**config.mk**
```make
export PLATFORM = sky130hd
export DESIGN_NAME = button_conditioner_flat
export DESIGN_NICKNAME = d
export VERILOG_FILES = /design/src/rtl/btn_pkg.sv /design/src/rtl/button_conditioner_if.sv /design/src/rtl/debounce_channel.sv /design/src/rtl/button_conditioner.sv /design/src/flat_wrapper.sv
export SDC_FILE = /design/constraint.sdc
export NUM_CORES = 1
export LEC_CHECK = 0
export CORE_MARGIN = 2
export CORE_UTILIZATION = 40
export CTS_BUF_LIST = sky130_fd_sc_hd__clkbuf_4 sky130_fd_sc_hd__clkbuf_8 sky130_fd_sc_hd__clkbuf_16
export DETAILED_ROUTE_END_ITERATION = 8
export PLACE_DENSITY = 0.58
export SYNTH_ARGS = -nofsm -noshare
export SYNTH_HDL_FRONTEND = slang
export SYNTH_HIERARCHICAL = 1
export SYNTH_SLANG_ARGS = --single-unit
```
**constraint.sdc**
```tcl
create_clock -name clk -period 5.3 [get_ports clk]
set_clock_uncertainty 0.05 [all_clocks]
set_input_delay 1.06 -clock clk [delete_from_list [all_inputs] [get_ports clk]]
set_output_delay 1.06 -clock clk [all_outputs]
set_load 0.02 [all_outputs]
```
**src/rtl/btn_pkg.sv**
```systemverilog
// btn_pkg: shared FSM encoding and timing constants for the button conditioner.
package btn_pkg;
    typedef enum logic [1:0] {IDLE = 2'd0, HOLD = 2'd1, REPEAT = 2'd2} inc_state_t;
    localparam int DEBOUNCE_CYCLES_DEF = 1_000_000;
    localparam int REPEAT_DELAY_DEF = 25_000_000;
    localparam int REPEAT_PERIOD_DEF = 5_000_000;
    localparam int SIM_DEBOUNCE_CYCLES = 4;
    localparam int SIM_REPEAT_DELAY = 10;
    localparam int SIM_REPEAT_PERIOD = 3;
    function automatic int max2(input int a, input int b);
        return (a > b) ? a : b;
    endfunction
endpackage

```
**src/rtl/button_conditioner_if.sv**
```systemverilog
// button_conditioner_if: raw key inputs and conditioned strobes/levels.
interface button_conditioner_if;
    logic key_inc_n;
    logic key_wr_n;
    logic inc_pulse;
    logic wr_pulse;
    logic inc_held;
    logic wr_held;
    logic repeat_active;
    modport master (output key_inc_n, key_wr_n,
                    input  inc_pulse, wr_pulse, inc_held, wr_held, repeat_active);
    modport slave  (input  key_inc_n, key_wr_n,
                    output inc_pulse, wr_pulse, inc_held, wr_held, repeat_active);
endinterface

```
**src/rtl/debounce_channel.sv**
```systemverilog
// debounce_channel: 2-flop synchroniser, counter debounce and press-edge detect for one active-low key.
module debounce_channel #(
    parameter int DEBOUNCE_CYCLES = 1_000_000
) (
    input  logic clk,
    input  logic rst_n,
    input  logic key_n,
    output logic held,
    output logic press_edge
);
    localparam int CW = $clog2(DEBOUNCE_CYCLES + 1);
    logic [1:0]    sync;
    logic [CW-1:0] cnt;
    logic          prev;
    logic          pressed_s;
    assign pressed_s = ~sync[1];
    always_ff @(posedge clk or negedge rst_n) begin
        if (!rst_n) begin
            sync       <= 2'b11;
            cnt        <= '0;
            held       <= 1'b0;
            prev       <= 1'b0;
            press_edge <= 1'b0;
        end else begin
            sync <= {sync[0], key_n};
            // level flips on the sample that would bring the count to DEBOUNCE_CYCLES
            if (pressed_s == held)
                cnt <= '0;
            else if (cnt == CW'(DEBOUNCE_CYCLES - 1)) begin
                held <= pressed_s;
                cnt  <= '0;
            end else
                cnt <= cnt + 1'b1;
            prev       <= held;
            press_edge <= held & ~prev;
        end
    end
endmodule

```
**src/rtl/button_conditioner.sv**
```systemverilog
// button_conditioner: debounced inc/wr strobes with hold-to-repeat on inc and wr-priority collision handling.
module button_conditioner
    import btn_pkg::*;
#(
    parameter int DEBOUNCE_CYCLES = DEBOUNCE_CYCLES_DEF,
    parameter int REPEAT_DELAY    = REPEAT_DELAY_DEF,
    parameter int REPEAT_PERIOD   = REPEAT_PERIOD_DEF
) (
    input logic clk,
    input logic rst_n,
    button_conditioner_if.slave bus
);
    localparam int TW = $clog2(max2(REPEAT_DELAY, REPEAT_PERIOD) + 1);
    inc_state_t    state;
    logic [TW-1:0] timer;
    logic          pending;
    logic          inc_held, inc_edge, wr_held, wr_edge;
    logic          inc_emit, fire_req;

    debounce_channel #(.DEBOUNCE_CYCLES(DEBOUNCE_CYCLES)) u_inc (
        .clk(clk), .rst_n(rst_n), .key_n(bus.key_inc_n), .held(inc_held), .press_edge(inc_edge)
    );
    debounce_channel #(.DEBOUNCE_CYCLES(DEBOUNCE_CYCLES)) u_wr (
        .clk(clk), .rst_n(rst_n), .key_n(bus.key_wr_n), .held(wr_held), .press_edge(wr_edge)
    );

    assign bus.inc_held = inc_held;
    assign bus.wr_held  = wr_held;

    always_comb begin
        inc_emit = (state == IDLE   && inc_edge) ||
                   (state == HOLD   && inc_held && timer == TW'(REPEAT_DELAY - 1)) ||
                   (state == REPEAT && inc_held && timer == TW'(REPEAT_PERIOD - 1));
        fire_req = inc_emit | pending;
    end

    always_ff @(posedge clk or negedge rst_n) begin
        if (!rst_n) begin
            state             <= IDLE;
            timer             <= '0;
            pending           <= 1'b0;
            bus.inc_pulse     <= 1'b0;
            bus.wr_pulse      <= 1'b0;
            bus.repeat_active <= 1'b0;
        end else begin
            case (state)
                IDLE: if (inc_edge) begin
                    timer <= '0;
                    state <= HOLD;
                end
                HOLD: if (!inc_held)
                    state <= IDLE;
                else if (timer == TW'(REPEAT_DELAY - 1)) begin
                    timer <= '0;
                    state <= REPEAT;
                end else
                    timer <= timer + 1'b1;
                REPEAT: if (!inc_held)
                    state <= IDLE;
                else
                    timer <= (timer == TW'(REPEAT_PERIOD - 1)) ? '0 : timer + 1'b1;
                default: state <= IDLE;
            endcase
            // wr wins a collision; the inc strobe waits one cycle in pending
            bus.wr_pulse      <= wr_edge;
            bus.inc_pulse     <= fire_req & ~wr_edge;
            pending           <= wr_edge ? fire_req : (inc_emit & pending);
            bus.repeat_active <= (state == REPEAT);
        end
    end
endmodule
```
**src/flat_wrapper.sv**
```systemverilog
// flat-port wrapper written by rule: the top's interface ports become plain ports
module button_conditioner_flat import btn_pkg::*;
#(
    parameter int DEBOUNCE_CYCLES = DEBOUNCE_CYCLES_DEF,
    parameter int REPEAT_DELAY    = REPEAT_DELAY_DEF,
    parameter int REPEAT_PERIOD   = REPEAT_PERIOD_DEF
)
  (clk, rst_n, bus_key_inc_n, bus_key_wr_n, bus_inc_pulse, bus_wr_pulse, bus_inc_held, bus_wr_held, bus_repeat_active);
  button_conditioner_if bus_i ();
  input logic clk;
  input logic rst_n;
  input wire logic [$bits(bus_i.key_inc_n)-1:0] bus_key_inc_n;
  input wire logic [$bits(bus_i.key_wr_n)-1:0] bus_key_wr_n;
  output wire logic [$bits(bus_i.inc_pulse)-1:0] bus_inc_pulse;
  output wire logic [$bits(bus_i.wr_pulse)-1:0] bus_wr_pulse;
  output wire logic [$bits(bus_i.inc_held)-1:0] bus_inc_held;
  output wire logic [$bits(bus_i.wr_held)-1:0] bus_wr_held;
  output wire logic [$bits(bus_i.repeat_active)-1:0] bus_repeat_active;
  assign bus_i.key_inc_n = bus_key_inc_n;
  assign bus_i.key_wr_n = bus_key_wr_n;
  assign bus_inc_pulse = bus_i.inc_pulse;
  assign bus_wr_pulse = bus_i.wr_pulse;
  assign bus_inc_held = bus_i.inc_held;
  assign bus_wr_held = bus_i.wr_held;
  assign bus_repeat_active = bus_i.repeat_active;
  button_conditioner #(.DEBOUNCE_CYCLES(DEBOUNCE_CYCLES), .REPEAT_DELAY(REPEAT_DELAY), .REPEAT_PERIOD(REPEAT_PERIOD)) u_core (.clk(clk), .rst_n(rst_n), .bus(bus_i));
endmodule
```
; ---- Word-level counts from Yosys, hierarchy flattened
; Cells that the tools add are included.
[op_classes]
n_reduce_logical = 13
n_addsub = 3
mul = 0
n_bitwise = 12
n_div = 0
eq_ne = 13
n_mux = 16
order_cmp = 0
n_shift = 0
[op_table]
columns = cell, count
row1 = $mux W25, 5
row2 = $mux W20, 4
row3 = $pmux W25 S3, 1
row4 = $add A20 B1 Y20 const B, 2
row5 = $eq A20 B20 Y1 const B, 2
row6 = $add A25 B1 Y25 const B, 1
row7 = $eq A25 B23 Y1 const B, 1
row8 = $eq A25 B25 Y1 const B, 1
row9 = $mux W2, 4
row10 = $ne A2 B2 Y1 const B, 4
row11 = $not A1 Y1, 7
row12 = $pmux W2 S3, 1
row13 = $logic_and A1 B1 Y1, 5
row14 = $and A1 B1 Y1, 4
row15 = $reduce_and A2 Y1, 2
row16 = $reduce_and A4 Y1, 1
row17 = $ne A3 B3 Y1 const B, 1
row18 = $reduce_and A3 Y1, 1
row19 = $reduce_bool A3 Y1, 1
row20 = $eq A1 B1 Y1, 2
row21 = $eq A2 B1 Y1 const B, 1
row22 = $eq A2 B2 Y1 const B, 1
row23 = $logic_not A2 Y1, 1
row24 = $logic_or A1 B1 Y1, 2
row25 = 2 further kinds, 2
[totals]
out_inout_bits = 5
latchBits = 0
ram_bits = 0
mem_bits_ro = 0
word_cells = 73
mem_count = 0
reg_bits = 81

; ---- Longest topological paths before layout
; Gate-level depths: netlist of run 1.
[logic_depth]
word_depth = 7
ltp_mapped = 8

; ---- Cells and area by module
; Netlist of run 1, hierarchy kept.
[modules_own_cells]
columns = mod, instances, seq_area_each_um2, area_each_um2, cells_per_inst
row1 = debounce_channel, 2, 628.1, 1159.9, 112
row2 = button_conditioner, 1, 775.7, 1968.1, 212

; ---- Worst setup path before layout of run 1
; Ideal clock, no wire load.
[synth_timing]
kind = register -> register
start = register u_core.u_inc.cnt[12]
end = register u_core.u_inc.cnt[10]
path_buffers = 1
t_required_ps = 5131
stages_incl_launch_ff = 6
setup_slack_ps = 3254
arrival_ps = 1877
setup_ps = 119
period_less_slack_ps = 2046
path_cell_list = dfrtp_1 > or4_1 > or4_4 > o21ai_4 > buf_6 > nor2_1
[synth_between]
elab_chain_len = 3
[synth_rtl]
columns = element, line_no
row1 = "start, declared", debounce_channel.sv:13  ; logic [CW-1:0] cnt;
row2 = "start signal, assigned", debounce_channel.sv:33  ; cnt <= cnt + 1'b1;
row3 = $eq A20 B20 Y1, debounce_channel.sv:29  ; else if (cnt == CW'(DEBOUNCE_CYCLES - 1)) begin
row4 = $mux W20, debounce_channel.sv:29
row5 = $mux W20, debounce_channel.sv:27  ; if (pressed_s == held)
; No other way between the ends.
; A chain may end at the register's enable or synchronous reset.

; ---- Final worst setup path of run 1
[layout_timing]
start = register u_core.u_inc.held
end = output port bus_inc_held
[layout_lines]
columns = element, line_no
row1 = "start, declared", debounce_channel.sv:8  ; output logic held,
row2 = "start signal, assigned", debounce_channel.sv:30  ; held <= pressed_s;
row3 = "end, declared", flat_wrapper.sv:16  ; output wire logic [$bits(bus_i.inc_held)-1:0] bus_inc_held;
; No word-level cell between the ends.

==> impl_metrics.tcl, run 1 <==
set metrics [dict create \
    async_flop_share_pct 100 \
    initial_utilization_pct 41.3 \
    layout_worst_path_cycle_share_pct 50.7 \
    grt_pass1_vias 3177 \
    reg2reg_slack_ps 2810 \
    synth-compound-area-share_pct 13.6 \
    critical_path_arrival_ps 1580 \
    critPathMaxStageDelay_ps 680 \
    hp-class "reg2reg" \
    synth_fa_ha_area_share_pct 2.28 \
    synthDistinctLibCells 55 \
    ys_warn_count 6 \
    syn_area_mm2 0.00429 \
    portBuffers 8 \
    yosys-top-cells-area "dfrtp_1 (45%), xnor2_1 (5.1%), nor2_1 (4.1%)" \
    synth_xor_area_share_pct 7.15 \
    synthMuxAreaShare_pct 0.730 \
    layout_commonest_cell "dfrtp_1" \
    design.die.area_mm2 0.0116 \
    antenna_left 0 \
    synth_flop_cell "dfrtp_1" \
    synth_top_area_share_pct 44.9 \
    synth_top_family_by_area "simple AND/OR/NAND/NOR gates" \
    max-cap-violations 0 \
    layout.nets 455 \
    maxSlewViolCount 0 \
    clockBufferDepth 2 \
    place.gp.congestion 0.828 \
    min_period_ps 2690 \
    irDropWorstVdd_mv 0.187 \
    worst-path-stages 1 \
    area_delta_synth_final_pct 9.60 \
    antenna_found_initial 0 \
    syn_inst 436 \
    drc_errors 0 \
    grt_max_degree 82 \
    fmax_ghz 0.372 \
    routedWlPerCell_um 15.1 \
    clkSlewWorstSetupHoldPaths_ps 80 \
    setup_violations 0 \
    layout-drive-gt1-share_pct 10.5 \
    yosys.area_share.simple_pct 25.4 \
    synth_edf_count 0 \
    num_rows 37 \
    ys_ff_latch 81 \
    rsz0062_at_grt "no" \
    p_per_area_mw_per_mm2 248 \
    crit_type "reg2out" \
    endpoint_kind "output port" \
    die_h_um 108 \
    insertion_delay_ps 350 \
    numCtsBuffers 9 \
    status "complete, no violations" \
    cp-start-kind "register" \
    core_area_mm2 0.0104 \
    syn-num-nets 447 \
    grt_pass1_wl_mm 15.4 \
    critPathRequiredTime_ps 4190 \
    cts_resized 0 \
    ctsHtreeMaxLevel 3 \
    ioPinCount 9 \
    path_max_fanout 10 \
    cts_root_buffer "clkbuf_8" \
    via_count 3308 \
    power.total_w 0.00116 \
    die_width_um 108 \
    hold_viol_final 0 \
    synth_top_cell_by_area "dfrtp_1" \
    first_pass_iters 5 \
    dr.first_iter.drc_count 268 \
    worstPathCellList "clkdlybuf4s50_1" \
    max-slew-margin-rel_pct 31.6 \
    worst_pin_slew_ps 1030 \
    cts.sinks 81 \
    ys_seq_area_share_pct 47.4 \
    viasPerCell 5.65 \
    postCtsSetupBuffers 0 \
    cts_tree "yes" \
    holdPathStages 0 \
    reg2regPathDepth 7 \
    cts_hold_buffers 0 \
    globalRouteTotalUtil_pct 16.7 \
    gr-total-overflow 0 \
    finalWirelength_mm 8.81 \
    most-common-layout-cells "dfrtp_1 (77), nor2_1 (46), nand2_1 (43)" \
    avgSynthCellArea_um2 9.83 \
    p_leak_nw 1.79 \
    cp_top_family "buffers and inverters" \
    hpwl_mm 5.55 \
    setup-tns-final_ps 0 \
    crit_buf_inv 1 \
    cpMaxStageDelayCell "clkdlybuf4s50_1" \
    n_antenna_cell 0 \
]
[synthesized netlist by cell type (3+ instances only)]
master	instances
dfrtp_1	77
nor2_1	47
nand2_1	43
xnor2_1	25
nand3_1	22
inv_1	17
nand4_1	17
nor3_1	14
o21ai_0	14
o211ai_1	12
nor4_1	11
a21oi_1	10
and4_1	10
o311ai_1	10
xor2_1	10
ha_1	7
or4_1	7
o211ai_2	5
or2_2	5
and2_1	4
and3_1	4
buf_2	4
buf_6	4
clkbuf_1	4
dfstp_2	4
nor2b_1	4
o21ai_4	3
or3_1	3
[state kept, by name (all words and copies together), names as in the netlist, 2 cells and up]
name	count
u_core/timer	25
u_core/u_inc/cnt	20
u_core/u_wr/cnt	20
u_core/state	2
u_core/u_inc/sync	2
u_core/u_wr/sync	2
[layer usage]
layer | vias up | part of all wire [%] | track usage (%)
met5 | - | 0 | 0
met4 | 0 | 1.1 | 5.77
met3 | 9 | 3.8 | 3.81
met2 | 70 | 47 | 26.4
met1 | 1625 | 48 | 22.6
li1 | 1604 | - | -
[layout make-up]
type                       count  area [µm²]
tap                          136         170
clock inverter                 7         103
multi-input combinational    324        2110
timing repair buffer          11         100
fill                        1021        5670
inverter                      17        63.8
sequential                    81        2030
clock buffer                   9         124
[cell families after synthesis]
logic type | after synthesis
AOI/OAI and AO/OA | 74
xor gates and xnor gates | 35
adders and majority gates | 8
buffers and inverters | 31
DFF | 81
muxes | 3
and+or+nand+nor | 204
[through the flow]
step	hold WS [ps]	setup WS (ps)	cells	area [µm²]	util, %
2_1_floorplan	295	3250	436	4290	-
3_3_place_gp	297	2970	569	4470	43.1
3_5_place_dp	297	2890	569	4470	43.1
4_1_cts	310	2590	585	4700	45.3
5_1_grt	318	2520	585	4700	45.3
6_report	309	2610	585	4700	45.3
[report_power, final]
group / switching (W) / internal [W]
Clock: 0.000238 / 0.000270
Sequential: 0.00000497 / 0.000624
Combinational: 0.0000203 / 0.00000642
Total: 0.000264 / 0.000900
[worst paths after layout]
check | from | endpoint
worst min-delay path | u_core/u_wr/sync[0]$_DFF_PN1_ | u_core/u_wr/sync[1]$_DFF_PN1_
worst max-delay path | u_core/u_inc/held$_DFFE_PN0P_ | bus_inc_held
worst max register to register | u_core/timer[0]$_DFFE_PN0P_ | u_core/timer[9]$_DFFE_PN0P_
worst min register to register | u_core/u_wr/sync[0]$_DFF_PN1_ | u_core/u_wr/sync[1]$_DFF_PN1_
min in group asynchronous | rst_n | u_core/timer[7]$_DFFE_PN0P_
max in group asynchronous | rst_n | u_core/u_wr/cnt[6]$_DFF_PN0_
Note: power is estimated with default switching activity, not from simulation.
==> run 2: changes to the inputs <==
==> constraint.sdc (replaced) <==
create_clock -name clk -period 2.64 [get_ports clk]
set_clock_uncertainty 0.05 [all_clocks]
set_input_delay 0.528 -clock clk [delete_from_list [all_inputs] [get_ports clk]]
set_output_delay 0.528 -clock clk [all_outputs]
set_load 0.02 [all_outputs]
==> impl_metrics.tcl, run 2 (synthesis gave the netlist of run 1 again) <==
set metrics [dict create \
    fin_util_pct 46.2 \
    path_max_fanout 21 \
    largest_register_ffs 25 \
    critical_path_arrival_ps 2490 \
    layout_worst_path_cycle_share_pct 86.9 \
    via_count 3347 \
    hold_viol_final 0 \
    layout_commonest_cell "dfrtp_1" \
    die_width_um 108 \
    numCtsBuffers 9 \
    grt_pass1_vias 3279 \
    first_pass_iters 4 \
    swShare_pct 21.7 \
    status "complete, no violations" \
    cp-start-kind "register" \
    power.internal_w 0.00184 \
    finalWirelength_mm 9.00 \
    seqPwrFrac_pct 53.8 \
    ctsHtreeMaxLevel 3 \
    dpl_cell_area_mm2 0.00456 \
    gr-total-overflow 0 \
    crit_type "reg2reg" \
    finalWorstSetupSlack_ps 346 \
    max-cap-violations 0 \
    postCtsSetupBuffers 0 \
    num_rows 37 \
    maxSlewViolCount 0 \
    layout.nets 465 \
    r2r-start "u_core/timer[21]$_DFFE_PN0P_" \
    drc_errors 0 \
    p_leak_nw 1.86 \
    reg.largest.list "u_core/timer x25, u_core/u_inc/cnt x20, u_core/u_wr/cnt x20" \
    n_antenna_cell 0 \
    viasPerCell 5.63 \
    regMostFlops "u_core/timer" \
    fill_cells 973 \
    layout-drive-gt1-share_pct 12.4 \
    fmax_ghz 0.436 \
    hpwl_mm 5.86 \
    clkSlewWorstSetupHoldPaths_ps 90 \
    clockBufferDepth 2 \
    grt_pass1_wl_mm 15.4 \
    cts.sinks 81 \
    design_area_mm2 0.00479 \
    combPwrFrac_pct 2.4 \
    setup_violations 0 \
    r2r_end "u_core/timer[13]$_DFFE_PN0P_" \
    cts_root_buffer "clkbuf_8" \
    max-slew-margin-rel_pct 52.9 \
    antenna_left 0 \
    switchingPower_w 0.000510 \
    ioPinCount 9 \
    timing.hold.ws_ps 120 \
    dr.first_iter.drc_count 147 \
    cts_hold_buffers 0 \
    place.gp.congestion 0.759 \
    endpoint_kind "register" \
    cts_resized 1 \
    antenna_found_initial 0 \
    p_per_area_mw_per_mm2 490 \
    routedWlPerCell_um 15.1 \
    reg2reg_slack_ps 350 \
    irDropWorstVdd_mv 0.246 \
    hp-class "in2async" \
    preCtsSetupSlack_ps -16.9 \
    most-common-layout-cells "dfrtp_1 (77), nor2_1 (46), nand2_1 (43)" \
    rsz0062_at_grt "no" \
    portBuffers 8 \
    min_period_ps 2290 \
    design.die.area_mm2 0.0116 \
    cts_tree "yes" \
    insertion_delay_ps 350 \
    die_h_um 108 \
    reg2regPathDepth 5 \
    critPathRequiredTime_ps 2840 \
    clkPwrFrac_pct 43.8 \
    globalRouteTotalUtil_pct 16.5 \
    area_delta_synth_final_pct 11.7 \
    worst_pin_slew_ps 705 \
    core_area_mm2 0.0104 \
    grt_max_degree 45 \
    initial_utilization_pct 41.3 \
]
-- run 2: per-layer routing --
layer | track usage, % | up-vias | share of wire, %
met2 | 27.7 | 54 | 48
met4 | 4.76 | 0 | 1.0
met3 | 3.63 | 11 | 3.0
li1 | - | 1633 | -
met5 | 0 | - | 0
met1 | 21.4 | 1649 | 47
-- run 2: power groups by stage --
| stage | Sequential [W] | Combinational (W) | Clock (W) |
|---|---|---|---|
| detailed placement | 0.00129 | 0.0000598 | 0 |
| floorplan | 0.00129 | 0.0000247 | 0 |
| CTS | 0.00126 | 0.0000604 | 0.00106 |
| global route | 0.00127 | 0.0000684 | 0.00110 |
| finish | 0.00126 | 0.0000572 | 0.00103 |
| global placement | 0.00129 | 0.0000597 | 0 |
-- run 2: metrics by stage --
stage	setup TNS, ps	power [W]	cells
2_1_floorplan	0	0.00131	436
3_3_place_gp	-71.0	0.00135	579
3_5_place_dp	-27.6	0.00135	579
4_1_cts	0	0.00238	595
5_1_grt	0	0.00244	595
6_report	0	0.00235	595
-- run 2: worst max-delay path, cell delays in order (launching register included) --
cell      delay (ps)
dfrtp_1          410
and4_1           260
and4_1           290
nor2_4           590
o21ai_4          260
o311ai_1         330
-- run 2: final cells by class --
| class | instances | area (µm²) | area share [%] |
|---|---|---|---|
| clock inverters | 5 | 78.8 | 1.65 |
| inverters | 17 | 63.8 | 1.33 |
| clock buffers | 11 | 145 | 3.03 |
| multi-input cells | 324 | 2110 | 44.1 |
| flip-flops and latches | 81 | 2030 | 42.4 |
| repair buffers | 21 | 188 | 3.92 |
| well taps | 136 | 170 | 3.55 |
-- run 2: how the worst max path moves through the flow --
| stage | start | slack, ps | depth (start not counted) | end |
|---|---|---|---|---|
| 2_1_floorplan | u_core/u_inc/cnt[12]$_DFF_PN0_ | 590 | 5 | u_core/u_inc/cnt[10]$_DFF_PN0_ |
| 3_3_place_gp | u_core/timer[21]$_DFFE_PN0P_ | -10 | 5 | u_core/timer[17]$_DFFE_PN0P_ |
| 3_5_place_dp | u_core/timer[21]$_DFFE_PN0P_ | -20 | 5 | u_core/timer[13]$_DFFE_PN0P_ |
| 4_1_cts | u_core/u_wr/cnt[12]$_DFF_PN0_ | 340 | 4 | u_core/u_wr/cnt[4]$_DFF_PN0_ |
| 5_1_grt | u_core/u_wr/cnt[12]$_DFF_PN0_ | 210 | 4 | u_core/u_wr/cnt[8]$_DFF_PN0_ |
| 6_report | u_core/timer[21]$_DFFE_PN0P_ | 350 | 5 | u_core/timer[13]$_DFFE_PN0P_ |
==> run 3: changes to the inputs <==
--- a/config.mk
+++ b/config.mk
@@ -10,6 +10,7 @@
 export CTS_BUF_LIST = sky130_fd_sc_hd__clkbuf_4 sky130_fd_sc_hd__clkbuf_8 sky130_fd_sc_hd__clkbuf_16
 export DETAILED_ROUTE_END_ITERATION = 8
 export PLACE_DENSITY = 0.58
+export SETUP_SLACK_MARGIN = 0.02
 export SYNTH_ARGS = -nofsm -noshare
 export SYNTH_HDL_FRONTEND = slang
 export SYNTH_HIERARCHICAL = 1
==> results of run 3 <==
No change in the layout: final DEF, timing and power equal those of run 2.
